==> src/rtl/mem_arbiter_pkg.sv <==
// Shared definitions for the memory arbiter: data bus width, counter width and FSM states.
package mem_arbiter_pkg;

  localparam int unsigned DataBusBits = 32;
  localparam int unsigned CntBits     = 8;

  typedef enum logic [1:0] {
    StIdle,
    StBusy,
    StResp
  } state_e;

endpackage

==> src/rtl/mem_rr_arbiter.sv <==
// Two-way round-robin grant between the fetch and data requesters.
module mem_rr_arbiter (
  input  logic clk,
  input  logic rst,
  input  logic f_req,
  input  logic d_req,
  input  logic grant_en,
  output logic any_req,
  output logic gnt_data
);

  // Remembers who won last; starts as fetch so data wins the first conflict.
  logic last_data_q;

  always_comb begin
    any_req  = f_req | d_req;
    gnt_data = d_req & (~f_req | ~last_data_q);
  end

  always_ff @(posedge clk) begin
    if (rst) begin
      last_data_q <= 1'b0;
    end else if (grant_en && any_req) begin
      last_data_q <= gnt_data;
    end
  end

endmodule

==> src/rtl/mem_arbiter.sv <==
// Single-outstanding memory arbiter between fetch and data requesters, with ack timeout.
module mem_arbiter
  import mem_arbiter_pkg::*;
#(
  parameter int unsigned TIMEOUT = 255
) (
  input  logic                   clk,
  input  logic                   rst,
  input  logic                   f_req,
  input  logic [DataBusBits-1:0] f_addr,
  output logic                   f_done,
  input  logic                   d_req,
  input  logic                   d_we,
  input  logic [DataBusBits-1:0] d_addr,
  input  logic [DataBusBits-1:0] d_wdata,
  input  logic [3:0]             d_be,
  output logic                   d_done,
  output logic [DataBusBits-1:0] rdata,
  output logic                   err,
  output logic                   mem_req,
  output logic                   mem_we,
  output logic [DataBusBits-1:0] mem_addr,
  output logic [DataBusBits-1:0] mem_wdata,
  output logic [3:0]             mem_be,
  input  logic                   mem_ack,
  input  logic [DataBusBits-1:0] mem_rdata
);

  state_e                 state_q, state_d;
  logic [CntBits-1:0]     cnt_q, cnt_d;
  logic                   gnt_data_q, gnt_data_d;
  logic                   mem_req_q, mem_req_d;
  logic                   mem_we_q, mem_we_d;
  logic [DataBusBits-1:0] mem_addr_q, mem_addr_d;
  logic [DataBusBits-1:0] mem_wdata_q, mem_wdata_d;
  logic [3:0]             mem_be_q, mem_be_d;
  logic [DataBusBits-1:0] rdata_q, rdata_d;
  logic                   err_q, err_d;
  logic                   grant_en, any_req, gnt_data;

  mem_rr_arbiter u_rr (
    .clk      (clk),
    .rst      (rst),
    .f_req    (f_req),
    .d_req    (d_req),
    .grant_en (grant_en),
    .any_req  (any_req),
    .gnt_data (gnt_data)
  );

  always_comb begin
    state_d     = state_q;
    cnt_d       = cnt_q;
    gnt_data_d  = gnt_data_q;
    mem_req_d   = mem_req_q;
    mem_we_d    = mem_we_q;
    mem_addr_d  = mem_addr_q;
    mem_wdata_d = mem_wdata_q;
    mem_be_d    = mem_be_q;
    rdata_d     = rdata_q;
    err_d       = err_q;
    grant_en    = 1'b0;
    case (state_q)
      StIdle: begin
        grant_en = 1'b1;
        if (any_req) begin
          gnt_data_d = gnt_data;
          mem_req_d  = 1'b1;
          cnt_d      = '0;
          state_d    = StBusy;
          if (gnt_data) begin
            mem_we_d    = d_we;
            mem_addr_d  = d_addr;
            mem_wdata_d = d_wdata;
            mem_be_d    = d_be;
          end else begin
            mem_we_d    = 1'b0;
            mem_addr_d  = f_addr;
            mem_wdata_d = '0;
            mem_be_d    = 4'b1111;
          end
        end
      end
      StBusy: begin
        if (mem_ack) begin
          rdata_d   = mem_rdata;
          err_d     = 1'b0;
          mem_req_d = 1'b0;
          state_d   = StResp;
        end else begin
          cnt_d = cnt_q + 1'b1;
          if (cnt_d == CntBits'(TIMEOUT)) begin
            rdata_d   = '0;
            err_d     = 1'b1;
            mem_req_d = 1'b0;
            state_d   = StResp;
          end
        end
      end
      StResp: begin
        // err only qualifies the done pulse; clear it on the way back to idle.
        err_d   = 1'b0;
        state_d = StIdle;
      end
      default: state_d = StIdle;
    endcase
  end

  always_ff @(posedge clk) begin
    if (rst) begin
      state_q     <= StIdle;
      cnt_q       <= '0;
      gnt_data_q  <= 1'b0;
      mem_req_q   <= 1'b0;
      mem_we_q    <= 1'b0;
      mem_addr_q  <= '0;
      mem_wdata_q <= '0;
      mem_be_q    <= '0;
      rdata_q     <= '0;
      err_q       <= 1'b0;
    end else begin
      state_q     <= state_d;
      cnt_q       <= cnt_d;
      gnt_data_q  <= gnt_data_d;
      mem_req_q   <= mem_req_d;
      mem_we_q    <= mem_we_d;
      mem_addr_q  <= mem_addr_d;
      mem_wdata_q <= mem_wdata_d;
      mem_be_q    <= mem_be_d;
      rdata_q     <= rdata_d;
      err_q       <= err_d;
    end
  end

  always_comb begin
    f_done    = (state_q == StResp) && !gnt_data_q;
    d_done    = (state_q == StResp) && gnt_data_q;
    rdata     = rdata_q;
    err       = err_q;
    mem_req   = mem_req_q;
    mem_we    = mem_we_q;
    mem_addr  = mem_addr_q;
    mem_wdata = mem_wdata_q;
    mem_be    = mem_be_q;
  end

endmodule

==> config.mk <==
export PLATFORM = sky130hd
export DESIGN_NAME = mem_arbiter
export DESIGN_NICKNAME = d
export VERILOG_FILES = /design/src/rtl/mem_arbiter_pkg.sv /design/src/rtl/mem_rr_arbiter.sv /design/src/rtl/mem_arbiter.sv
export SDC_FILE = /design/constraint.sdc
export NUM_CORES = 1
export LEC_CHECK = 0
export BUFFER_PORTS_ARGS = -buffer_cell sky130_fd_sc_hd__buf_2
export CAP_MARGIN = 20
export CORE_ASPECT_RATIO = 1.5
export CORE_MARGIN = 2
export CORE_UTILIZATION = 40
export DETAILED_ROUTE_END_ITERATION = 6
export MAX_ROUTING_LAYER = met4
export PLACE_DENSITY_LB_ADDON = 0.3
export SETUP_SLACK_MARGIN = 0.02
export SYNTH_ARGS = -nofsm -noshare
export SYNTH_HDL_FRONTEND = slang
export SYNTH_SLANG_ARGS = --single-unit
==> constraint.sdc <==
create_clock -name clk -period 5.6 [get_ports clk]
set_input_delay 0.28 -clock clk [delete_from_list [all_inputs] [get_ports clk]]
set_output_delay 0.28 -clock clk [all_outputs]
set_load 0.05 [all_outputs]
### Yosys cells after proc, flatten, opt, wreduce, memory -nomap -nowiden

Cells that the tools add are included.

* eq/ne operators: 6
* bitwise logic cells: 5
* $add $sub $neg: 1
* reduce and logical (&&, ||, !) cells: 14
* mux-type cells: 21

Operators by type and width (number)
* 32-bit two-way mux: 4
* 8-bit two-way mux: 2
* 8-bit case mux with 2 select lines: 1
* 8-bit by 1-bit adder with 8-bit output (second input constant): 1
* 8-bit == test (second input constant): 1
* 2-bit AND reduction: 4
* 1-bit two-way mux: 7
* 2-bit two-way mux: 3
* 3-bit AND reduction: 2
* 2-bit nonzero test: 3
* 4-bit two-way mux: 1
* 1-bit case mux with 2 select lines: 2
* 2-bit case mux with 2 select lines: 1
* 1-bit logical AND: 3
* 3-bit inequality test (second input constant): 1
* 2-bit by 1-bit == test with 1-bit output (second input constant): 1
* 2-bit == test (second input constant): 1
* 2-bit logical NOT: 1
* 2-bit by 1-bit inequality test with 1-bit output (second input constant): 1
* 2-bit inequality test (second input constant): 1
* 1-bit inverter: 2
* 1-bit bitwise OR: 2
* 1-bit AND: 1
* 1-bit logical NOT: 1

* output and inout bits: 105
* word-level logic and storage cells: 58
* register bits: 115

### Depth between registers and ports, before layout

Gate-level depths: netlist of run 1.

* depth after elaboration: 5
* gate-level depth with buffers: 8
* gate-level depth less buffers: 6

### Modules after synthesis

From an unflattened synthesis of run 1, not the netlist that was laid out.

* cell total of the unflattened synthesis: 546
* area, all modules: 4819.6 um^2

Modules (own cells, without submodules)
* mem_arbiter: instances 1, area an instance 4759.6 um^2, cells each 540, sequential area each 2282.2 um^2
* mem_rr_arbiter: instances 1, area an instance 60.1 um^2, cells each 6, sequential area each 20.0 um^2

### Least setup slack after synthesis of run 1

OpenSTA, ideal clock, no wires.

* path kind: reg2reg
* from: register cnt_q[0]
* to: register err_q, in the netlist err
* path slack: 3.518 ns
* cell stages (with the launch flop): 8
* arrival: 2.012 ns
* data required time: 5.530 ns
* cell sequence: dfxtp_1 ha_1 nand3_2 or3_1 a211o_1 buf_6 or4_1 a21oi_1

* longest elaborated chain between the ends: 4

RTL lines
* start, declared: line mem_arbiter.sv:30 `logic [CntBits-1:0] cnt_q, cnt_d;`
* start signal, assigned: line mem_arbiter.sv:123 `cnt_q <= cnt_d;`
* 8-bit by 1-bit adder with 8-bit output: line mem_arbiter.sv:91 `cnt_d = cnt_q + 1'b1;`
* 8-bit == test: line mem_arbiter.sv:92 `if (cnt_d == CntBits'(TIMEOUT)) begin`
* 3-bit inequality test (no source line)
* 2-bit AND reduction (no source line)
* end signal, assigned: line mem_arbiter.sv:131 `err_q <= err_d;`
* end, declared: line mem_arbiter.sv:38 `logic err_q, err_d;`

No other way between the ends.
A chain may end at the register's enable or synchronous reset.

### Final worst setup path of run 1

Ends and elaborated chain as after synthesis.

==> flow_metrics.tcl, run 1 <==
set metrics [dict create \
    via_per_inst 5.38 \
    timing.slew.headroom_pct 54.6 \
    synthFlopType "dfxtp_1" \
    cp_max_fo 31 \
    skew_ps 7.94 \
    crit_path_end_kind "flip-flop" \
    diodes 0 \
    critical_path.cell_chain "ha_1 -> nand3_2 -> or3_1 -> a211o_1 -> buf_16 -> or4_1 -> a21oi_1" \
    crit_start "cnt_q[0]" \
    fin_crit_ps 2470 \
    grt_max_degree 115 \
    overflow 0 \
    p_int_uw 1800 \
    worstMarginPinSlew_ps 681 \
    hpwlAfterDp_mm 9.27 \
    synth_area_per_cell_um2 9.14 \
    gr-usage-met1_pct 25.7 \
    area_growth_pct 43.4 \
    drtIter0Drc 215 \
    cts_resized 0 \
    dr.pass1.iters 5 \
    track_usage_pct 21.9 \
    ioPinCount 243 \
    cts_hold_buf 0 \
    synth_fa_ha_area_share_pct 0.542 \
    synth_top_family_by_area "compound AO/OA/AOI/OAI gates" \
    yosysSeqAreaShare_pct 49.5 \
    syn_inst 505 \
    hold_slack_ps 105 \
    htree_num_levels 4 \
    cts_setup_buffers 0 \
    synth_top_area_cell "dfxtp_1" \
    clockBufferDepth 2 \
    syn-cell-area_um2 4610 \
    grt-busiest-layer "met2" \
    use_met2_pct 35.9 \
    start_kind "flip-flop" \
    finalHoldViolCount 0 \
    port_buffers 242 \
    wl_mm 13.7 \
    mostFrequentLayoutCell "buf_2" \
    setup_tns_ps 0 \
    fillers 1007 \
    clock_sinks 114 \
    status "complete, no violations" \
    start_util_pct 40.7 \
    r2r-start "cnt_q[0]" \
    core_area_um2 11400 \
    insertion_delay_ps 410 \
    synth.area.mux_share_pct 7.19 \
    max_freq_mhz 405 \
    cts-root-buf "clkbuf_16" \
    final_cell_mix "241 x buf_2, 114 x dfxtp_1, 80 x nor2_1" \
    via_count 4773 \
    synth_xor_area_share_pct 0.569 \
    slew_viol_final 0 \
    hold_path.startpoint "d_be[0]" \
    setup_violations 0 \
    criticalPathCategory "reg -> reg" \
    die_width_um 91.7 \
    p_switching_uw 790 \
    rows 48 \
    yosysTopAreaCellShare_pct 49.5 \
    place_congestion 0.778 \
    drive_gt1_share_pct 39.2 \
    rsz0062_at_grt "false" \
    cts_buffers 17 \
    antenna_found_initial 0 \
    cts_tree "yes" \
    drc 0 \
    combPwrFrac_pct 20.1 \
    post-route-period-util_pct 44.1 \
    ys_ff_latch 114 \
    vdd_drop_max_mv 0.224 \
    grt_pass1_vias 4537 \
    report.power.total_uw 2590 \
    drtAntennaViolNets 0 \
    critPathRequiredTime_ps 5940 \
    worstPathArrival_ps 2810 \
    grt_pass1_wl_mm 21.4 \
    synth_nets 645 \
    synth_simple_gate_area_share_pct 10.0 \
    power_density_nw_per_um2 392 \
    synth_edf_count 0 \
    clk_pin_slew_worst_paths_ps 60 \
    drv_cap 0 \
    synth_compound_area_share_pct 27.7 \
    grtUsageMet3_pct 5.73 \
    yosysUniqueCellTypes 37 \
    die_height_um 136 \
    hp-class "in -> reg" \
    leakagePower_uw 0.00305 \
    cpPeakStageDelay_ps 430 \
    num-nets-final 865 \
    fin_util_pct 58.3 \
    synth_area_leaders "dfxtp_1 49%, mux2i_1 6.9%, nor2_1 6.6%" \
    power_frac_seq_pct 35.1 \
    dieArea_um2 12400 \
    clkPwrFrac_pct 44.8 \
    async_flop_share_pct 0 \
    yosysWarningCount 0 \
    wl_per_cell_um 15.4 \
    slowest_stage "a211o_1" \
    switching_share_pct 30.5 \
]
[per-stage QoR]
step,worst slack [ps],area [um2],std cells
2_1_floorplan,3520,4610,505
3_3_place_gp,2970,5870,852
3_5_place_dp,2910,5890,853
4_1_cts,2890,6530,885
5_1_grt,2980,6620,888
6_report,3130,6620,888
[area by class of cell]
class / count / area [um2] / area share [%]
clock buffer: 20 / 467 / 7.05
clock inverter: 12 / 179 / 2.70
inverter: 2 / 7.51 / 0.113
multi-input combinational: 339 / 2140 / 32.4
sequential: 114 / 2280 / 34.5
tap: 150 / 188 / 2.84
timing repair buffer: 251 / 1350 / 20.4
[path summary, 6_finish.rpt]
path / end / slack [ps] / depth (start not counted)
setup reg to reg: err / 3130 / 7
setup / recovery: err / 3130 / 7
hold reg to reg: rdata[21] / 490 / 2
hold / removal: mem_be[0] / 110 / 3
[state kept, by name (all words and copies together), names as in the netlist]
name and cells:
mem_be 4, cnt_q 8, u_rr.last_data_q 1, rdata 32
mem_req 1, mem_addr 32, err 1, mem_we 1
state_q 2, mem_wdata 32
[power groups by stage]
stage	logic [uW]	clock network [uW]	registers [uW]
finish	521	1160	911
global route	556	1220	918
global placement	504	0	922
detailed placement	516	0	926
floorplan	160	0	1130
CTS	516	1180	910
[worst max-delay path: cells and delay by family (launching register included)]
family | cells | cell delay, ps
adder cells (fa/ha/maj) | 1 | 270
AO/OA/AOI/OAI | 2 | 580
buffers and inverters | 1 | 220
flip-flops | 1 | 410
AND/OR/NAND/NOR | 3 | 910
[synth_stat cells, types with 2 or more instances]
cell / n
clkbuf_1: 46
nand3_1: 2
o22ai_1: 4
mux2i_1: 32
dfxtp_1: 114
nand4_1: 2
a32oi_1: 32
and2_1: 4
nand2_1: 3
a211oi_1: 32
buf_2: 3
o21ai_0: 39
nand2b_1: 3
or3_1: 4
a22oi_1: 33
a21oi_1: 48
xor2_1: 3
ha_1: 2
nor2_1: 81
[per-layer routing]
layer	part of all wire [%]	wire, um	vias up
met5	0	0	-
met4	1.8	247	0
met2	50	6800	240
met1	41	5550	2189
met3	8.1	1100	25
li1	-	-	2319
[logic make-up after synthesis]
logic type,count (synthesis)
DFF,114
adders and majority gates,2
xor gates and xnor gates,3
muxes,33
and+or+nand+nor,106
buffers and inverters,52
AOI/OAI and AO/OA,195
(Power assumes the default switching activity.)
==> run 2: changes to the inputs <==
==> constraint.sdc (replaced) <==
create_clock -name clk -period 2.5 [get_ports clk]
set_input_delay 0.125 -clock clk [delete_from_list [all_inputs] [get_ports clk]]
set_output_delay 0.125 -clock clk [all_outputs]
set_load 0.05 [all_outputs]
==> run 2 against run 1 <==
Compared with the run above: hold slack worse by 94 ps; cell count up 5.9%; highest routed layer unchanged; critical endpoint is now rdata[25]; wire length rose by 4.3%; setup slack worse by 2900 ps; final area up 6.8%; register-to-register slack got worse by 2900 ps; combinational power is 140% higher; largest power group unchanged; largest cell class unchanged; critical path depth stayed put.
==> flow_metrics.tcl, run 2 (same netlist as run 1, synthesis figures left out) <==
set metrics [dict create \
    place_congestion 0.763 \
    diodes 0 \
    post-route-period-util_pct 90.7 \
    dr.pass1.iters 5 \
    cpPeakStageDelay_ps 400 \
    slowest_stage "dfxtp_1" \
    finalHoldViolCount 0 \
    leakagePower_uw 0.00324 \
    skew_ps 11.8 \
    critical_path.cell_chain "ha_1 -> nand3_2 -> or3_1 -> a211o_1 -> buf_4 -> a32oi_1 -> a21oi_1" \
    cts_setup_buffers 0 \
    port_buffers 242 \
    cts_resized 0 \
    cts_tree "yes" \
    vdd_drop_max_mv 0.673 \
    rows 48 \
    overflow 0 \
    htree_num_levels 4 \
    die_height_um 136 \
    grt_max_degree 70 \
    insertion_delay_ps 410 \
    cp_max_fo 33 \
    grt_pass1_vias 4898 \
    antenna_found_initial 0 \
    clock_sinks 114 \
    worstPathArrival_ps 2520 \
    hp-class "in -> reg" \
    drv_cap 0 \
    cts-root-buf "clkbuf_16" \
    die_width_um 91.7 \
    via_count 5043 \
    core_area_um2 11400 \
    clk_pin_slew_worst_paths_ps 50 \
    area_growth_pct 53.1 \
    seq_area_um2 2280 \
    start_util_pct 40.7 \
    fin_crit_ps 2270 \
    rsz0062_at_grt "false" \
    mostFrequentLayoutCell "buf_2" \
    wl_per_cell_um 15.2 \
    drive_gt1_share_pct 36.5 \
    timing.slew.headroom_pct 54.5 \
    power_density_nw_per_um2 820 \
    crit_path_end_kind "flip-flop" \
    via_per_inst 5.36 \
    setup_tns_ps 0 \
    drtAntennaViolNets 0 \
    final_cell_mix "241 x buf_2, 114 x dfxtp_1, 80 x nor2_1" \
    crit_start "cnt_q[0]" \
    worstMarginPinSlew_ps 683 \
    max_freq_mhz 441 \
    critPathRequiredTime_ps 2760 \
    hpwlAfterDp_mm 9.42 \
    hold_slack_ps 11.1 \
    multiInputGateArea_um2 2140 \
    grt_pass1_wl_mm 22.4 \
    clockBufferDepth 2 \
    hold_path.startpoint "mem_rdata[4]" \
    status "complete, no violations" \
    slew_viol_final 0 \
    start_kind "flip-flop" \
    setup_violations 0 \
    criticalPathCategory "reg -> reg" \
    ioPinCount 243 \
    track_usage_pct 23.0 \
    wl_mm 14.3 \
    cts_buffers 17 \
    num-nets-final 919 \
    dieArea_um2 12400 \
    drc 0 \
    r2r-start "cnt_q[0]" \
    drtIter0Drc 250 \
    fillers 945 \
]
-- run 2: area by class of cell --
class / instances / area share, %
flip-flops and latches: 114 / 32.3
multi-input cells: 339 / 30.3
repair buffers: 305 / 25.9
clock buffers: 20 / 6.46
well taps: 150 / 2.66
clock inverters: 10 / 2.25
inverters: 2 / 0.106
-- run 2: worst paths after layout --
check,to,slack [ps],cells after the start
max,rdata[25],230,7
min,rdata[4],10,3
max reg2reg,rdata[25],230,7
min reg2reg,rdata[1],490,2
-- run 2: what timing repair did --
item,CTS,global route
hold buffers,52,0
endpoints found under the setup margin,0,0
endpoints found under the hold margin,52,0
-- run 2: power breakdown --
group | switching (uW) | internal [uW]
Combinational | 846 | 382
Sequential | 82.9 | 1960
Clock | 823 | 1700
-- run 2: critical path: cells and delay by family (launching register included) --
family / cells / cell delay, ps
AND/OR/NAND/NOR: 2 / 490
AO/OA/AOI/OAI: 3 / 680
flip-flops: 1 / 400
buffers and inverters: 1 / 260
adder cells (fa/ha/maj): 1 / 270
-- run 2: per-stage QoR --
| stage | cells | cell area, um2 | power [uW] | setup slack (ps) | utilization, % |
|---|---|---|---|---|---|
| after global placement | 858 | 5930 | 3210 | 359 | 52.2 |
| after floorplan | 505 | 4610 | 2890 | 418 | - |
| final | 940 | 7070 | 5800 | 233 | 62.3 |
| after CTS | 940 | 7070 | 5840 | 251 | 62.3 |
| after detailed placement | 858 | 5930 | 3240 | 265 | 52.2 |
| after global routing | 940 | 7070 | 6020 | 63.1 | 62.3 |
-- run 2: metal layers --
layer	share of wire (%)	global-route usage, %
met1	39	25.3
met2	49	38.1
met3	8.2	7.40
met4	3.2	10.3
met5	0	-
